`config.mk`:
```
export PLATFORM = sky130hd
export DESIGN_NAME = fft_result_reader_flat
export DESIGN_NICKNAME = d
export VERILOG_FILES = /design/src/rtl/fft_pkg.sv /design/src/rtl/fft_result_reader_if.sv /design/src/rtl/fft_out_fifo.sv /design/src/rtl/fft_result_reader.sv /design/src/flat_wrapper.sv
export SDC_FILE = /design/constraint.sdc
export NUM_CORES = 1
export LEC_CHECK = 0
export ABC_AREA = 0
export CAP_MARGIN = 5
export CORE_MARGIN = 5
export CORE_UTILIZATION = 40
export CTS_CLUSTER_DIAMETER = 150
export DETAILED_ROUTE_END_ITERATION = 7
export PLACE_DENSITY = 0.58
export SYNTH_ARGS = -nofsm -noshare
export SYNTH_HDL_FRONTEND = slang
export SYNTH_SLANG_ARGS = --single-unit
```
`constraint.sdc`:
```
create_clock -name clk -period 26.9 [get_ports clk]
set_input_delay 5.38 -clock clk [delete_from_list [all_inputs] [get_ports clk]]
set_output_delay 5.38 -clock clk [all_outputs]
set_load 0.1 [all_outputs]
```
`src/rtl/fft_pkg.sv`:
```
// Shared constants, types and helpers for the FFT result readout path.
// Holds the FFT size, the word widths, the readout FSM encoding and the bit-reverse helper.
package fft_pkg;

  localparam int LOG2N = 10;
  localparam int DW    = 16;
  localparam int NBINS = 512;
  localparam int MW    = 2 * DW + 1;
  localparam int FW    = LOG2N + MW;

  localparam logic [1:0] S_IDLE  = 2'd0;
  localparam logic [1:0] S_READ  = 2'd1;
  localparam logic [1:0] S_DRAIN = 2'd2;

  typedef logic [LOG2N-1:0] addr_t;
  typedef logic [MW-1:0]    mag_t;

  typedef struct packed {
    addr_t bin;
    mag_t  mag;
  } bin_word_t;

  function automatic addr_t bitrev(input addr_t a);
    addr_t r;
    for (int i = 0; i < LOG2N; i++) r[i] = a[LOG2N-1-i];
    return r;
  endfunction

endpackage

```
`src/rtl/fft_result_reader_if.sv`:
```
// Control, result-RAM read port and magnitude stream of the FFT result reader.
interface fft_result_reader_if;
  import fft_pkg::*;

  logic                start_i;
  logic                bank_i;
  logic                busy_o;
  logic                done_o;
  logic                rd_en_o;
  logic                rd_bank_o;
  addr_t               rd_addr_o;
  logic [2*DW-1:0]     rd_data_i;
  logic                valid_o;
  logic                ready_i;
  addr_t               bin_o;
  mag_t                mag_o;

  modport slave (
    input  start_i, bank_i, rd_data_i, ready_i,
    output busy_o, done_o, rd_en_o, rd_bank_o, rd_addr_o, valid_o, bin_o, mag_o
  );

  modport master (
    output start_i, bank_i, rd_data_i, ready_i,
    input  busy_o, done_o, rd_en_o, rd_bank_o, rd_addr_o, valid_o, bin_o, mag_o
  );

endinterface

```
`src/rtl/fft_out_fifo.sv`:
```
// Four-entry synchronous FIFO holding {bin, magnitude} words ahead of the output stream.
module fft_out_fifo
  import fft_pkg::*;
#(
  parameter int W = FW
) (
  input  logic         clk,
  input  logic         rst,
  input  logic         push,
  input  logic [W-1:0] wdata,
  input  logic         pop,
  output logic [W-1:0] rdata,
  output logic [2:0]   count
);

  logic [W-1:0] mem_q [4];
  logic [1:0]   wr_ptr_q, wr_ptr_d;
  logic [1:0]   rd_ptr_q, rd_ptr_d;
  logic [2:0]   count_q, count_d;

  always_comb begin
    wr_ptr_d = wr_ptr_q + {1'b0, push};
    rd_ptr_d = rd_ptr_q + {1'b0, pop};
    count_d  = count_q + {2'b0, push} - {2'b0, pop};
  end

  always_ff @(posedge clk) begin
    if (rst) begin
      wr_ptr_q <= '0;
      rd_ptr_q <= '0;
      count_q  <= '0;
    end else begin
      wr_ptr_q <= wr_ptr_d;
      rd_ptr_q <= rd_ptr_d;
      count_q  <= count_d;
    end
  end

  // NOTE: storage is not reset; an entry is only observable once count says it was written.
  always_ff @(posedge clk) begin
    if (push) mem_q[wr_ptr_q] <= wdata;
  end

  assign rdata = mem_q[rd_ptr_q];
  assign count = count_q;

endmodule

```
`src/rtl/fft_result_reader.sv`:
```
// Reads the final FFT bank in bit-reversed order, squares each bin to a magnitude
// and streams bins 0..NBINS-1 in natural order over a valid/ready handshake.
module fft_result_reader
  import fft_pkg::*;
(
  input  logic                 clk,
  input  logic                 rst,
  fft_result_reader_if.slave   bus
);

  localparam addr_t LAST_BIN = addr_t'(NBINS - 1);

  logic [1:0] state_q, state_d;
  logic       bank_q, bank_d;
  addr_t      k_q, k_d;
  addr_t      out_cnt_q, out_cnt_d;
  logic       rd_en_q, rd_en_d;
  logic       rd_bank_q, rd_bank_d;
  addr_t      rd_addr_q, rd_addr_d;
  addr_t      rd_bin_q, rd_bin_d;
  logic       rsp_vld_q, rsp_vld_d;
  addr_t      rsp_bin_q, rsp_bin_d;
  logic       done_q, done_d;

  logic                   fifo_valid;
  logic [2:0]             fifo_count;
  bin_word_t              head;
  bin_word_t              push_word;
  logic                   pop;
  logic                   issue;
  logic [3:0]             occ;
  logic signed [DW-1:0]   re, im;
  logic signed [2*DW-1:0] sq_re, sq_im;
  mag_t                   mag;

  // Both squares are non-negative, so zero-extending each before the add cannot overflow.
  always_comb begin
    re        = bus.rd_data_i[2*DW-1:DW];
    im        = bus.rd_data_i[DW-1:0];
    sq_re     = re * re;
    sq_im     = im * im;
    mag       = {1'b0, sq_re} + {1'b0, sq_im};
    push_word = '{bin: rsp_bin_q, mag: mag};
  end

  // NOTE: every combinational output gets a default first so no path can infer a latch.
  always_comb begin
    pop   = fifo_valid & bus.ready_i;
    occ   = {1'b0, fifo_count} + {3'b0, rd_en_q} + {3'b0, rsp_vld_q};
    issue = (state_q == S_READ) && (occ < (4'd4 + {3'b0, pop}));

    state_d   = state_q;
    bank_d    = bank_q;
    k_d       = k_q;
    out_cnt_d = out_cnt_q;
    rd_en_d   = 1'b0;
    rd_bank_d = rd_bank_q;
    rd_addr_d = rd_addr_q;
    rd_bin_d  = rd_bin_q;
    rsp_vld_d = rd_en_q;
    rsp_bin_d = rd_bin_q;
    done_d    = 1'b0;

    if (pop) out_cnt_d = out_cnt_q + addr_t'(1);

    case (state_q)
      S_IDLE: begin
        if (bus.start_i) begin
          bank_d    = bus.bank_i;
          k_d       = '0;
          out_cnt_d = '0;
          state_d   = S_READ;
        end
      end
      S_READ: begin
        if (issue) begin
          rd_en_d   = 1'b1;
          rd_addr_d = bitrev(k_q);
          rd_bank_d = bank_q;
          rd_bin_d  = k_q;
          k_d       = k_q + addr_t'(1);
          if (k_q == LAST_BIN) state_d = S_DRAIN;
        end
      end
      S_DRAIN: begin
        if (pop && out_cnt_q == LAST_BIN) begin
          state_d = S_IDLE;
          done_d  = 1'b1;
        end
      end
      default: state_d = S_IDLE;
    endcase
  end

  // NOTE: sequential state is updated only with non-blocking assignments.
  always_ff @(posedge clk) begin
    if (rst) begin
      state_q   <= S_IDLE;
      bank_q    <= 1'b0;
      k_q       <= '0;
      out_cnt_q <= '0;
      rd_en_q   <= 1'b0;
      rd_bank_q <= 1'b0;
      rd_addr_q <= '0;
      rd_bin_q  <= '0;
      rsp_vld_q <= 1'b0;
      rsp_bin_q <= '0;
      done_q    <= 1'b0;
    end else begin
      state_q   <= state_d;
      bank_q    <= bank_d;
      k_q       <= k_d;
      out_cnt_q <= out_cnt_d;
      rd_en_q   <= rd_en_d;
      rd_bank_q <= rd_bank_d;
      rd_addr_q <= rd_addr_d;
      rd_bin_q  <= rd_bin_d;
      rsp_vld_q <= rsp_vld_d;
      rsp_bin_q <= rsp_bin_d;
      done_q    <= done_d;
    end
  end

  fft_out_fifo #(.W(FW)) u_fifo (
    .clk   (clk),
    .rst   (rst),
    .push  (rsp_vld_q),
    .wdata (push_word),
    .pop   (pop),
    .rdata (head),
    .count (fifo_count)
  );

  assign fifo_valid    = (fifo_count != 3'd0);
  assign bus.valid_o   = fifo_valid;
  assign bus.bin_o     = fifo_valid ? head.bin : '0;
  assign bus.mag_o     = fifo_valid ? head.mag : '0;
  assign bus.busy_o    = (state_q != S_IDLE);
  assign bus.done_o    = done_q;
  assign bus.rd_en_o   = rd_en_q;
  assign bus.rd_bank_o = rd_bank_q;
  assign bus.rd_addr_o = rd_addr_q;

endmodule

```
`src/flat_wrapper.sv`:
```
// flat-port wrapper written by rule: the top's interface ports become plain ports
module fft_result_reader_flat import fft_pkg::*;
  (clk, rst, bus_start_i, bus_bank_i, bus_rd_data_i, bus_ready_i, bus_busy_o, bus_done_o, bus_rd_en_o, bus_rd_bank_o, bus_rd_addr_o, bus_valid_o, bus_bin_o, bus_mag_o);
  fft_result_reader_if bus_i ();
  input  logic clk;
  input  logic rst;
  input wire logic [$bits(bus_i.start_i)-1:0] bus_start_i;
  input wire logic [$bits(bus_i.bank_i)-1:0] bus_bank_i;
  input wire logic [$bits(bus_i.rd_data_i)-1:0] bus_rd_data_i;
  input wire logic [$bits(bus_i.ready_i)-1:0] bus_ready_i;
  output wire logic [$bits(bus_i.busy_o)-1:0] bus_busy_o;
  output wire logic [$bits(bus_i.done_o)-1:0] bus_done_o;
  output wire logic [$bits(bus_i.rd_en_o)-1:0] bus_rd_en_o;
  output wire logic [$bits(bus_i.rd_bank_o)-1:0] bus_rd_bank_o;
  output wire logic [$bits(bus_i.rd_addr_o)-1:0] bus_rd_addr_o;
  output wire logic [$bits(bus_i.valid_o)-1:0] bus_valid_o;
  output wire logic [$bits(bus_i.bin_o)-1:0] bus_bin_o;
  output wire logic [$bits(bus_i.mag_o)-1:0] bus_mag_o;
  assign bus_i.start_i = bus_start_i;
  assign bus_i.bank_i = bus_bank_i;
  assign bus_i.rd_data_i = bus_rd_data_i;
  assign bus_i.ready_i = bus_ready_i;
  assign bus_busy_o = bus_i.busy_o;
  assign bus_done_o = bus_i.done_o;
  assign bus_rd_en_o = bus_i.rd_en_o;
  assign bus_rd_bank_o = bus_i.rd_bank_o;
  assign bus_rd_addr_o = bus_i.rd_addr_o;
  assign bus_valid_o = bus_i.valid_o;
  assign bus_bin_o = bus_i.bin_o;
  assign bus_mag_o = bus_i.mag_o;
  fft_result_reader u_core (.clk(clk), .rst(rst), .bus(bus_i));
endmodule
```
# == Word level (Yosys, flattened, before mapping) ==
# Memories as Yosys holds them, arrays and structs flattened. A register that Yosys moved wholly into a read port is not among the register bits.
# Index checks and enable logic that the tools add are counted.
# word_totals
reg_bits,64
latch_bits,0
ramBits,172
mem_bits_ro,0
inputBits,37
wordCells,69
mem_count,1
# classes
add_sub_neg,10
multipliers,2
div_mod_pow,0
magnitude_cmp,1
n_eq_ne,8
n_shift,0
n_mux,18
bitwise,3
n_reduce_logical,12
# mem_list
name,depth,word_bits,read_ports,rd_clocked_by_memory_dff,write_ports,line,source
u_core.u_fifo.mem_q,4,43,1,1,1,fft_out_fifo.sv:16,logic [W-1:0] mem_q [4];
# ops
cell,count
$mul A16 B16 Y32,2
$mux W10,6
$add A32 B32 Y33,1
$mux W33,1
$add A10 B1 Y10 const B,2
$eq A10 B9 Y1 const B,2
$pmux W10 S2,1
$mux W2,5
$pmux W2 S3,1
$add A2 B1 Y2,2
$add A3 B1 Y4,1
$add A3 B1 Y4 const A,1
$add A4 B1 Y4,1
$lt A4 B4 Y1,1
$mux W1,4
$ne A2 B1 Y1 const B,2
$ne A2 B2 Y1 const B,2
$reduce_and A2 Y1,2
$reduce_and A4 Y1,1
$reduce_bool A2 Y1,2
$reduce_or A2 Y1,2
$add A3 B1 Y3,1
$reduce_and A3 Y1,1
$reduce_bool A3 Y1,1
other kinds (7),9

# == Logic depth before layout (Yosys ltp) ==
# depth
word_depth,7
depth_mapped,36

# == Modules after synthesis ==
# From an unflattened synthesis, not the netlist that was laid out.
# hier_totals
cells_unflattened,2660
hier_area_um2,27956.8
# by_module_without_submodules
module,instances,cells_each,area_per_inst_um2,seq_area_each_um2
fft_result_reader,1,2405,21370.5,940.9
fft_out_fifo,1,255,6586.3,5305.1

# == Least setup slack after synthesis ==
# Ideal clock, no wire load.
# synth_path
kind,input -> register
startpoint,input port bus_rd_data_i[1]
endpoint,memory u_core.u_fifo.mem_q[0][32] (netlist name) (data pin)
setup_ns,0.273
t_arrival_ns,12.405
t_required_ns,26.627
path_slack_ns,14.222
stages,32
path_buffers,2
path_cell_list,clkbuf_1 > clkbuf_1 > nand2_1 > fa_1 > fa_1 > fa_1 > inv_1 > fa_1 > fa_1 > inv_1 > fa_1 > inv_1 > ha_1 > a21o_1 > a21oi_1 > o21ai_0 > a21oi_1 > o22ai_2 > a31o_2 > a21oi_1 > o21bai_1 > a21oi_1 > xnor2_1 > ha_1 > a21oi_1 > o21ai_0 > nand2_1 > a31oi_1 > o31a_1 > o21a_1 > nor4_1 > a21oi_1
# synth_between
elab_chain_len,2
# synth_lines
element,line,source
from (decl),flat_wrapper.sv:9,input wire logic [$bits(bus_i.rd_data_i)-1:0] bus_rd_data_i;
$mul A16 B16 Y32,fft_result_reader.sv:41,sq_im = im * im;
$add A32 B32 Y33,fft_result_reader.sv:42,"mag = {1'b0, sq_re} + {1'b0, sq_im};"
via u_core.mag[32],fft_result_reader.sv:34,mag_t mag;
to (decl),fft_out_fifo.sv:16,
# The timed path passes the listed nets, and every way through them passes these cells.

# == Worst setup path in the final report ==
# layout_path
startpoint,input port bus_rd_data_i[24]
endpoint,memory u_core.u_fifo.mem_q[1][30] (netlist name) (data pin)
# layout_between
elab_chain_len,2
# layout_lines
element,line,source
$mul A16 B16 Y32,fft_result_reader.sv:40,sq_re = re * re;
$add A32 B32 Y33,fft_result_reader.sv:42,
via u_core.mag[30],fft_result_reader.sv:34,
# The timed path passes the listed nets, and every way through them passes these cells.

==> impl_metrics.csv <==
group,metric,value,unit
clock_network,cts_setup_buffers,0,
clock_network,cts.path.max_buffers,3,
sta,tightestPinTransition,0.981,ns
critical_path,start_kind,"primary input",
global_routing,grt_max_degree,45,
logic_synthesis,ys_async_sr_fraction,0,%
sta,slew_headroom,34.4,%
logic_synthesis,ys_types,66,
logic_synthesis,yosys_warnings,0,
detailed_routing,drc,0,
clock_network,clock-sinks,226,
clock_network,cts_repair_resize_count,0,
logic_synthesis,synth.cells.most_frequent,"inv_1, fa_1, ha_1, nand2_1, edfxtp_1",
run_status,status,"finished, final reports clean",
floorplanning,die_h,274,µm
floorplanning,row_count,96,
detailed_routing,wl_per_cell,16.4,µm
hold_path,hold_path_class,"flip-flop to flip-flop",
clock_network,cts_hold_buf,0,
finish,antenna_cells,0,
logic_synthesis,synth_top_area_share,34.5,%
critical_path,crit_path_top_delay_cell,"clkdlybuf4s50_1",
logic_synthesis,syn_nets,3372,
sta,min_period,13.82,ns
logic_synthesis,ys_ff_latch,226,
sta,timing.fmax,72.4,MHz
logic_synthesis,synth_ff_type,"edfxtp_1",
sta,setup_viol,0,
logic_synthesis,yosysTopAreaCell,"fa_1",
logic_synthesis,syn_area,27800,µm²
finish,area_delta_synth_final,9.52,%
sta,rsz0062_at_grt,"false",
critical_path,crit_path_end_kind,"flip-flop",
detailed_routing,ant_nets,0,
clock_network,root_buffer,"clkbuf_16",
detailed_routing,vias_per_cell,4.88,
detailed_routing,dr_total_vias,17800,
sta,finalMaxSlewViolations,0,
global_routing,grt_overflow,0,
critical_path,crit_path_frequent_cell,"fa_1",
critical_path,arrival,14.10,ns
detailed_routing,drt-initial-drc-count,825,
critical_path,critical_path.max_stage_delay,0.92,ns
sta,post-route-period-util,51.4,%
logic_synthesis,synth_cells,2645,
detailed_routing,drt_first_pass_iters,5,
flow_run,cap_violations,0,
sta,layout_setup_ws,13.08,ns
logic_synthesis,synth-edff-count,172,
sta,hold_violations,0,
floorplanning,die_x,274,µm
finish,drive_above_1_share,4.16,%
sta,clock_skew,0.00754,ns
clock_network,clk_transition_reported_paths,0.06,ns
finish,fin_nets,3427,
place,gp_congestion,0.860,
logic_synthesis,yosysSeqAreaShare,22.5,%
critical_path,crit_required,27.18,ns
logic_synthesis,netlist_top_cells_area,"fa_1, edfxtp_1, ha_1",
detailed_routing,wl,59.7,mm
place,io_buffers,94,
clock_network,cts_max_level,1,
floorplanning,io_pins,95,
floorplanning,coreArea,68700,µm²
global_routing,antenna_found_initial,0,
clock_network,clk_latency,0.49,ns
global_routing,grt_pass1_vias,19800,
place,pre_cts_ws,12.68,ns
global_routing,grtUsageTotal,16.4,%
place,hpwlAfterDp,48.9,mm
clock_network,cts_tree,"done",
floorplanning,dieArea,74900,µm²
global_routing,grt_pass1_wl,99.7,mm
floorplanning,start_util,40.5,%
logic_synthesis,synth_area_per_cell,10.5,µm²
logic_synthesis,yosysMostFrequentCell,"inv_1",
clock_network,cts_made_buffers,22,
sta,finalSetupTns,0,ns
critical_path,criticalPathCategory,"primary input to flip-flop",
critical_path,critPathMaxFanout,14,
==> registers in the layout, indices dropped and copies added, names as in the netlist <==
register	cells
u_core.u_fifo.mem_q	172
u_core.k_q	10
u_core.out_cnt_q	10
u_core.rsp_bin_q	10
u_core.rd_bin_q	9
u_core.u_fifo.count	3
u_core.state_q	2
u_core.u_fifo.rd_ptr_q	2
u_core.u_fifo.wr_ptr_q	2
u_core.bank_q	1
u_core.bus.done_o	1
u_core.bus.rd_addr_o	1
u_core.bus.rd_bank_o	1
u_core.bus.rd_en_o	1
u_core.rsp_vld_q	1
==> cell usage in the layout, fill, tap and decap left out, types with 3 or more instances in the layout <==
cell / count
fa_1: 479
nand2_1: 189
nor2_1: 128
inv_1: 670
a21oi_1: 78
nand3_1: 16
nand2b_1: 19
or3_1: 10
nor3_1: 10
clkinv_1: 4
and2_1: 87
xor2_1: 32
clkinv_2: 3
clkdlybuf4s50_1: 94
edfxtp_1: 172
nor4_1: 3
a31oi_1: 5
buf_4: 12
mux4_2: 43
nand4_1: 11
o21ai_0: 39
clkbuf_1: 5
o21a_1: 13
nor2b_1: 75
ha_1: 211
and3_1: 13
xnor2_1: 84
a211oi_1: 5
dfxtp_1: 52
a31o_2: 4
a21o_1: 40
clkbuf_16: 23
o21bai_1: 13
nor3b_1: 6
mux2i_1: 11
==> worst paths after layout <==
| check | from | to | slack, ns | depth (start not counted) |
|---|---|---|---|---|
| worst min register to register | u_core.bank_q | u_core.bank_q | 0.47 | 2 |
| worst max register to register | u_core.bus.rd_en_o | u_core.k_q[9] | 23.79 | 10 |
| worst max-delay path | bus_rd_data_i[24] | u_core.u_fifo.mem_q[1][30] | 13.08 | 33 |
| worst min-delay path | u_core.bank_q | u_core.bank_q | 0.47 | 2 |
==> metal layers <==
layer	vias to the layer above	wire, µm	GRT usage (%)
met2	341	31600	30.7
met5	-	0	0
met1	9104	24900	21.1
li1	8274	-	-
met3	73	2220	1.20
met4	0	1120	3.29
==> cell families (layout without fill, tap and decap cells) <==
logic type	Yosys count	in the layout	share of synthesized area (%)
adder cells (fa/ha/maj)	690	690	44.0
flip-flops	226	226	22.5
buffers and inverters	745	815	10.1
multiplexers	56	56	3.96
XOR/XNOR	116	116	3.66
AO/OA/AOI/OAI	232	232	5.69
AND/OR/NAND/NOR	580	580	10.2
==> worst max-delay path, delay by kind of cell <==
kind                       cells  cell delay (ns)
adders and majority gates      8             3.63
AOI/OAI and AO/OA             12             2.49
buffers and inverters          5             1.39
and+or+nand+nor                6             0.83
xor gates and xnor gates       2             0.36
==> through the flow <==
stage          hold slack [ns]  std cells  utilization, %  area [µm²]
2_1_floorplan            0.436       2645               -       27800
3_3_place_gp             0.444       3607            43.3       29700
3_5_place_dp             0.457       3607            43.3       29700
4_1_cts                  0.465       3646            44.3       30400
5_1_grt                  0.499       3646            44.3       30400
6_report                 0.466       3646            44.3       30400
==> layout make-up <==
cell class / instances / area, µm²
sequential: 226 / 6250
timing repair buffer: 106 / 1030
fill: 6544 / 38300
clock buffer: 29 / 608
multi-input combinational: 1674 / 18800
clock inverter: 10 / 98.8
tap: 931 / 1160
inverter: 670 / 2510
Power is not shown: default switching activity piles up to over one toggle a cycle in this logic, so the estimate is an artifact.
